### src/rtl/ncl_seq_pkg.sv
// ncl_seq_pkg: shared states, fault codes and dual-rail predicates for the wavefront sequencer
package ncl_seq_pkg;
  localparam int MAX_W = 64;
  typedef enum logic [2:0] {S_IDLE, S_ARB, S_DATA, S_NULL, S_ERROR} state_t;
  localparam logic [1:0] ERR_NONE = 2'd0;
  localparam logic [1:0] ERR_TIMEOUT = 2'd1;
  localparam logic [1:0] ERR_RAIL = 2'd2;
  // Callers zero-extend to MAX_W; bits at and above w are masked off
  function automatic logic dr_complete(input logic [MAX_W-1:0] r1, input logic [MAX_W-1:0] r0, input int w);
    logic [MAX_W-1:0] m;
    m = (w >= MAX_W) ? '1 : ((MAX_W'(1) << w) - MAX_W'(1));
    return &((r1 ^ r0) | ~m);
  endfunction
  function automatic logic dr_null(input logic [MAX_W-1:0] r1, input logic [MAX_W-1:0] r0);
    return ~|(r1 | r0);
  endfunction
  function automatic logic dr_illegal(input logic [MAX_W-1:0] r1, input logic [MAX_W-1:0] r0);
    return |(r1 & r0);
  endfunction
endpackage

### src/rtl/ncl_wavefront_sequencer_sync.sv
// ncl_rail_sync: 2-flop rail synchronizer with a 2-sample stability filter on complete/null
module ncl_rail_sync
  import ncl_seq_pkg::*;
#(
  parameter int W = 8
) (
  input  logic         clk,
  input  logic         rst,
  input  logic [W-1:0] r1_a,
  input  logic [W-1:0] r0_a,
  output logic [W-1:0] r1,
  output logic         complete,
  output logic         is_null,
  output logic         illegal
);
  logic [W-1:0] r1_m, r0_m, r0;
  logic cmp_q, nul_q;
  always_ff @(posedge clk) begin
    if (rst) begin
      r1_m <= '0;
      r0_m <= '0;
      r1 <= '0;
      r0 <= '0;
      cmp_q <= 1'b0;
      nul_q <= 1'b0;
    end else begin
      r1_m <= r1_a;
      r0_m <= r0_a;
      r1 <= r1_m;
      r0 <= r0_m;
      cmp_q <= dr_complete(MAX_W'(r1), MAX_W'(r0), W);
      nul_q <= dr_null(MAX_W'(r1), MAX_W'(r0));
    end
  end
  assign complete = cmp_q && dr_complete(MAX_W'(r1), MAX_W'(r0), W);
  assign is_null = nul_q && dr_null(MAX_W'(r1), MAX_W'(r0));
  assign illegal = dr_illegal(MAX_W'(r1), MAX_W'(r0));
endmodule

### src/rtl/ncl_wavefront_sequencer.sv
// ncl_wavefront_sequencer: round-robin sharing of one NCL dual-rail pipeline among synchronous requesters
module ncl_wavefront_sequencer
  import ncl_seq_pkg::*;
#(
  parameter int W = 8,
  parameter int N_REQ = 4,
  parameter int TIMEOUT = 255,
  localparam int IW = $clog2(N_REQ)
) (
  input  logic             clk,
  input  logic             rst,
  input  logic [N_REQ-1:0] req_valid,
  input  logic [N_REQ*W-1:0] req_data,
  output logic [N_REQ-1:0] req_ready,
  output logic             rsp_valid,
  output logic [IW-1:0]    rsp_id,
  output logic [W-1:0]     rsp_data,
  output logic [W-1:0]     ncl_d1,
  output logic [W-1:0]     ncl_d0,
  input  logic             ncl_ki,
  input  logic [W-1:0]     ncl_r1,
  input  logic [W-1:0]     ncl_r0,
  output logic             ncl_ko,
  output logic             err,
  output logic [1:0]       err_code
);
  state_t st, st_n;
  logic [IW-1:0] ptr, ptr_n, gid, gid_n, g, rsp_id_n;
  logic [W-1:0] op, op_n, res, res_n, rsp_data_n, d1_n, d0_n, r1_s;
  logic [15:0] cnt, cnt_n;
  logic [N_REQ-1:0] rdy_n;
  logic [1:0] code_n;
  logic ko_n, rv_n, err_n, found, ki_m, ki_s, complete, is_null, illegal;
  ncl_rail_sync #(.W(W)) u_sync (
    .clk(clk), .rst(rst), .r1_a(ncl_r1), .r0_a(ncl_r0),
    .r1(r1_s), .complete(complete), .is_null(is_null), .illegal(illegal)
  );
  always_comb begin
    found = 1'b0;
    g = '0;
    for (int i = 0; i < N_REQ; i++)
      if (!found && req_valid[(int'(ptr) + i) % N_REQ]) begin
        found = 1'b1;
        g = IW'((int'(ptr) + i) % N_REQ);
      end
  end
  always_comb begin
    st_n = st;
    ptr_n = ptr;
    op_n = op;
    gid_n = gid;
    res_n = res;
    ko_n = ncl_ko;
    rdy_n = '0;
    rv_n = 1'b0;
    err_n = err;
    code_n = err_code;
    cnt_n = (st == S_DATA || st == S_NULL) ? cnt + 16'd1 : '0;
    case (st)
      S_IDLE: st_n = (|req_valid && ki_s) ? S_ARB : S_IDLE;
      S_ARB: begin
        st_n = found ? S_DATA : S_IDLE;
        ptr_n = found ? IW'((int'(g) + 1) % N_REQ) : ptr;
        rdy_n[g] = found;
        op_n = found ? req_data[int'(g)*W +: W] : op;
        gid_n = found ? g : gid;
      end
      S_DATA:
        if (!ki_s && complete) begin
          res_n = r1_s;
          ko_n = 1'b0;
          st_n = S_NULL;
          cnt_n = '0;
        end else if (cnt == 16'(TIMEOUT)) begin
          st_n = S_ERROR;
          code_n = ERR_TIMEOUT;
        end
      S_NULL:
        if (ki_s && is_null) begin
          ko_n = 1'b1;
          rv_n = 1'b1;
          st_n = S_IDLE;
        end else if (cnt == 16'(TIMEOUT)) begin
          st_n = S_ERROR;
          code_n = ERR_TIMEOUT;
        end
      default: ;
    endcase
    // A rail fault outranks everything, including a same-cycle grant or response
    if (st != S_ERROR && illegal) begin
      st_n = S_ERROR;
      code_n = ERR_RAIL;
      rdy_n = '0;
      rv_n = 1'b0;
    end
    err_n = (st_n == S_ERROR) ? 1'b1 : err_n;
    ko_n = (st_n == S_ERROR) ? 1'b1 : ko_n;
    rsp_id_n = rv_n ? gid : rsp_id;
    rsp_data_n = rv_n ? res : rsp_data;
    d1_n = (st_n == S_DATA) ? op_n : '0;
    d0_n = (st_n == S_DATA) ? ~op_n : '0;
  end
  always_ff @(posedge clk) begin
    if (rst) begin
      st <= S_IDLE;
      ptr <= '0;
      op <= '0;
      gid <= '0;
      res <= '0;
      cnt <= '0;
      ki_m <= 1'b0;
      ki_s <= 1'b0;
      ncl_d1 <= '0;
      ncl_d0 <= '0;
      ncl_ko <= 1'b1;
      req_ready <= '0;
      rsp_valid <= 1'b0;
      rsp_id <= '0;
      rsp_data <= '0;
      err <= 1'b0;
      err_code <= ERR_NONE;
    end else begin
      st <= st_n;
      ptr <= ptr_n;
      op <= op_n;
      gid <= gid_n;
      res <= res_n;
      cnt <= cnt_n;
      ki_m <= ncl_ki;
      ki_s <= ki_m;
      ncl_d1 <= d1_n;
      ncl_d0 <= d0_n;
      ncl_ko <= ko_n;
      req_ready <= rdy_n;
      rsp_valid <= rv_n;
      rsp_id <= rsp_id_n;
      rsp_data <= rsp_data_n;
      err <= err_n;
      err_code <= code_n;
    end
  end
endmodule

### config.mk
export PLATFORM = sky130hd
export DESIGN_NAME = ncl_wavefront_sequencer
export DESIGN_NICKNAME = d
export VERILOG_FILES = /design/src/rtl/ncl_seq_pkg.sv /design/src/rtl/ncl_wavefront_sequencer_sync.sv /design/src/rtl/ncl_wavefront_sequencer.sv
export SDC_FILE = /design/constraint.sdc
export NUM_CORES = 1
export LEC_CHECK = 0
export CAP_MARGIN = 20
export CORE_MARGIN = 2
export CORE_UTILIZATION = 51
export DETAILED_ROUTE_END_ITERATION = 10
export PLACE_DENSITY = 0.8
export SYNTH_ARGS = -nofsm -noshare
export SYNTH_HDL_FRONTEND = slang
export SYNTH_SLANG_ARGS = --single-unit
### constraint.sdc
create_clock -name clk -period 2.8 [get_ports clk]
set_input_delay 0.56 -clock clk [delete_from_list [all_inputs] [get_ports clk]]
set_output_delay 0.56 -clock clk [all_outputs]
set_load 0.005 [all_outputs]
==> results.yml <==
final_layout:
  final-instance-count-excl-fill: 635
  layout.core_utilization_pct: 69.07
  drive_gt1_share_pct: 13.96
  num-nets-final: 601
  layout-area-overhead-vs-synth_pct: 31.82
  antenna_diode_count: 0
place:
  port_buffers: 89
  dp_cells: 619
  final_estimated_routing_congestion_in_global_placement: 0.8877
  hpwl_um: 6296
drt:
  detail_route.first_pass.iterations: 4
  drc: 0
  wl_per_cell_um: 13.95
  routed_via_count: 3216
  drtAntennaViolNets: 0
  finalWirelength_um: 8859
  drt_iter0_markers: 145
  drt-vias-per-instance: 5.065
clock_tree:
  tritoncts_clock_tree: "yes"
  clock_latency_ns: 0.37
  clkSlewWorstSetupHoldPaths_ns: 0.10
  cts.hold.buffers_added: 0
  clock-root-buffer: "clkbuf_8"
  numClockSinks: 110
  cts_repair_resize_count: 0
  cts-buffers-inserted: 9
  postCtsSetupBuffers: 0
  number_of_buffers_on_the_longest_clock_path: 2
  cts_h_tree_lvls: 3
critical_path:
  slowest_cell_on_the_critical_path: "or4_1"
  timing.critical_path.slowest_cell_delay_ns: 0.65
  worst-setup-path-type: "in2reg"
  timing.rr.start: "u_sync.r1[5]$_SDFF_PP0_"
  startpoint_type: "input pin"
  crit_path_end_kind: "flop"
  regToRegEndpoint: "ncl_ko$_SDFFE_PP1P_"
  worst-endpoint-required_ns: 3.10
  reg2reg_depth: 9
  critical_path_peak_fanout: 8
  worstPathCellList: "clkdlybuf4s50_1 > nor4_2 > nor4b_1 > a2111oi_1 > a2111oi_2 > or4_1 > nor2_1"
  critical_path_buf_inv_count: 1
  r2r_setup_slack_ns: 0.20
  kind_of_cell_adding_the_most_delay_to_the_critical_path: "simple AND/OR/NAND/NOR gates"
  cp.arrival_ns: 2.96
synthesis:
  post_synth_instance_area_um2: 4305
  synthesis.area_per_instance_um2: 10.28
  seq_area_frac_synth_pct: 51.15
  synth-seq-cells: 110
  syn_nets: 495
  netlist-cell-type-count: 44
  synth_top_flop_cell: "dfxtp_1"
  async_s_r_ff_share_synth_pct: 0
  yosys_warnings: 0
  cell_count_after_synthesis: 419
  synth_enable_flop_cells: 0
sta:
  final.hold.worst_slack_ns: 0.4380
  setup_violations: 0
  max_slew_margin_pct: 52.20
  maxSlewViolCount: 0
  final-hold-violation-count: 0
  achievable-frequency_mhz: 375.2
  clock_skew_ns: 0.01040
  totalNegativeSetupSlack_ns: 0
  tightestPinTransition_ns: 0.7144
  min_period_ns: 2.665
  period_share_pct: 95.18
  grt_setup_unrepaired: "no"
floorplan:
  placementRows: 33
  die-area_um2: 9193
  die_y_um: 95.88
  num_io_pins: 90
  placeableCoreArea_um2: 8217
  start_util_pct: 52.40
  fp.dieW_um: 95.88
job:
  maxCapViolCount: 0
grt:
  grt_pass1_vias: 3047
  grt_antenna_before_repair: 0
  grt_max_degree: 60
  grt_first_pass_wirelength_um: 13680
  grt_usage_pct: 19.33
  global_route.overflow_total: 0
power:
  ir_drop_v: 0.0003696
  powerDensity_nw_per_um2: 518.9
  total_leakage_power_uw: 0.002244
min_path:
  timing.hold.worst_endpoint: "ki_s$_SDFF_PP0_"
  hp-class: "reg2reg"
  worstHoldPathCells: 1
  timing.hold.worst.start: "ki_m$_SDFF_PP0_"
run_status:
  result_of_the_run: "completed"
## flip-flops by register name (all words and copies together), names as in the netlist, 3 cells and up
register,count
ncl_d0,8
u_sync.r0_m,8
st,3
ncl_d1,8
rsp_data,8
u_sync.r1,8
op,8
req_ready,4
u_sync.r0,8
u_sync.r1_m,8
cnt,16
res,8
## worst max-delay path by stage
stage	slack (ns)	depth (start not counted)	end	startpoint
floorplan	0.46	9	ncl_ko$_SDFFE_PP1P_	u_sync.r1[1]$_SDFF_PP0_
global placement	-0.13	7	ncl_d1[3]$_SDFF_PP0_	req_valid[0]
detailed placement	-0.22	7	ncl_d1[0]$_SDFF_PP0_	req_valid[0]
CTS	0.03	7	ncl_d1[7]$_SDFF_PP0_	req_valid[0]
global route	0.01	9	ncl_ko$_SDFFE_PP1P_	u_sync.r1[4]$_SDFF_PP0_
finish	0.14	7	ncl_d1[7]$_SDFF_PP0_	req_valid[0]
## cells in the mapped netlist, types with 7 or more instances
master / n / area share [%]
xor2_1: 7 / 1.4
mux2i_1: 18 / 4.2
xnor2_1: 7 / 1.4
nand2_1: 9 / 0.78
mux2_2: 14 / 3.7
a222oi_1: 8 / 1.9
nor4_1: 7 / 1.0
nor2b_1: 38 / 5.5
nor2_1: 62 / 5.4
inv_1: 25 / 2.2
and4bb_2: 8 / 2.3
ha_1: 21 / 6.1
nor3_1: 7 / 0.81
dfxtp_1: 110 / 51
clkbuf_1: 12 / 1.0
## where the power goes
part	total (uW)	internal, uW	switching, uW	leakage [uW]
clock	1060	516	545	0.000112
sequential	1620	1600	17.9	0.000894
combinational	268	164	104	0.00124
## metal layers
| metal | share of wire (%) | track usage [%] |
|---|---|---|
| met5 | 0 | 0 |
| met4 | 1.5 | 7.262 |
| met3 | 5.2 | 3.054 |
| met2 | 51 | 36.31 |
| met1 | 42 | 21.83 |
## stage by stage
stage               power, uW  setup WS [ns]  instance area (um^2)
floorplan                1776         0.4625                  4305
global placement         1910        -0.1265                  5440
detailed placement       1919        -0.2181                  5440
CTS                      2966        0.02789                  5669
global route             3048        0.01160                  5675
finish                   2945         0.1350                  5675
## placed cells by master, fill, tap and decap left out, drive strengths merged, types with 6 or more instances in the layout
cell / netlist / routed
a222oi: 8 / 8
nor2: 62 / 62
nand4: 6 / 6
ha: 21 / 21
dfxtp: 110 / 110
xor2: 7 / 7
buf: 7 / 26
inv: 25 / 27
nor3: 8 / 8
xnor2: 7 / 7
nor4: 8 / 8
nand2: 9 / 9
and2: 6 / 6
nor2b: 38 / 38
clkdlybuf4s50: 0 / 88
a21oi: 7 / 7
mux2i: 18 / 18
mux2: 16 / 16
clkbuf: 12 / 9
and4bb: 8 / 8
## cells by family after synthesis
kind of cell | count (synthesis) | synth area share [%]
AO/OA/AOI/OAI | 27 | 5.347
XOR/XNOR | 14 | 2.848
buffers and inverters | 44 | 4.098
flip-flops | 110 | 51.15
multiplexers | 34 | 8.370
adder cells (fa/ha/maj) | 21 | 6.103
AND/OR/NAND/NOR | 169 | 22.09
## worst reg2reg max path: stages (launching register included)
cell and delay [ns]:
dfxtp_1 0.41, inv_1 0.07, ha_1 0.27, nand4_1 0.20, nor4_4 0.35, a2111oi_1 0.10, a2111oi_2 0.33, buf_4 0.24
a21oi_2 0.05, or4_1 0.46
## layout make-up
class,count,area [um^2]
inverters,25,93.84
repair buffers,114,1086
flip-flops and latches,110,2202
well taps,105,131.4
clock inverters,7,105.1
multi-input cells,265,1933
fillers,616,2541
clock buffers,9,123.9
Note: power is estimated with default switching activity, not from simulation.
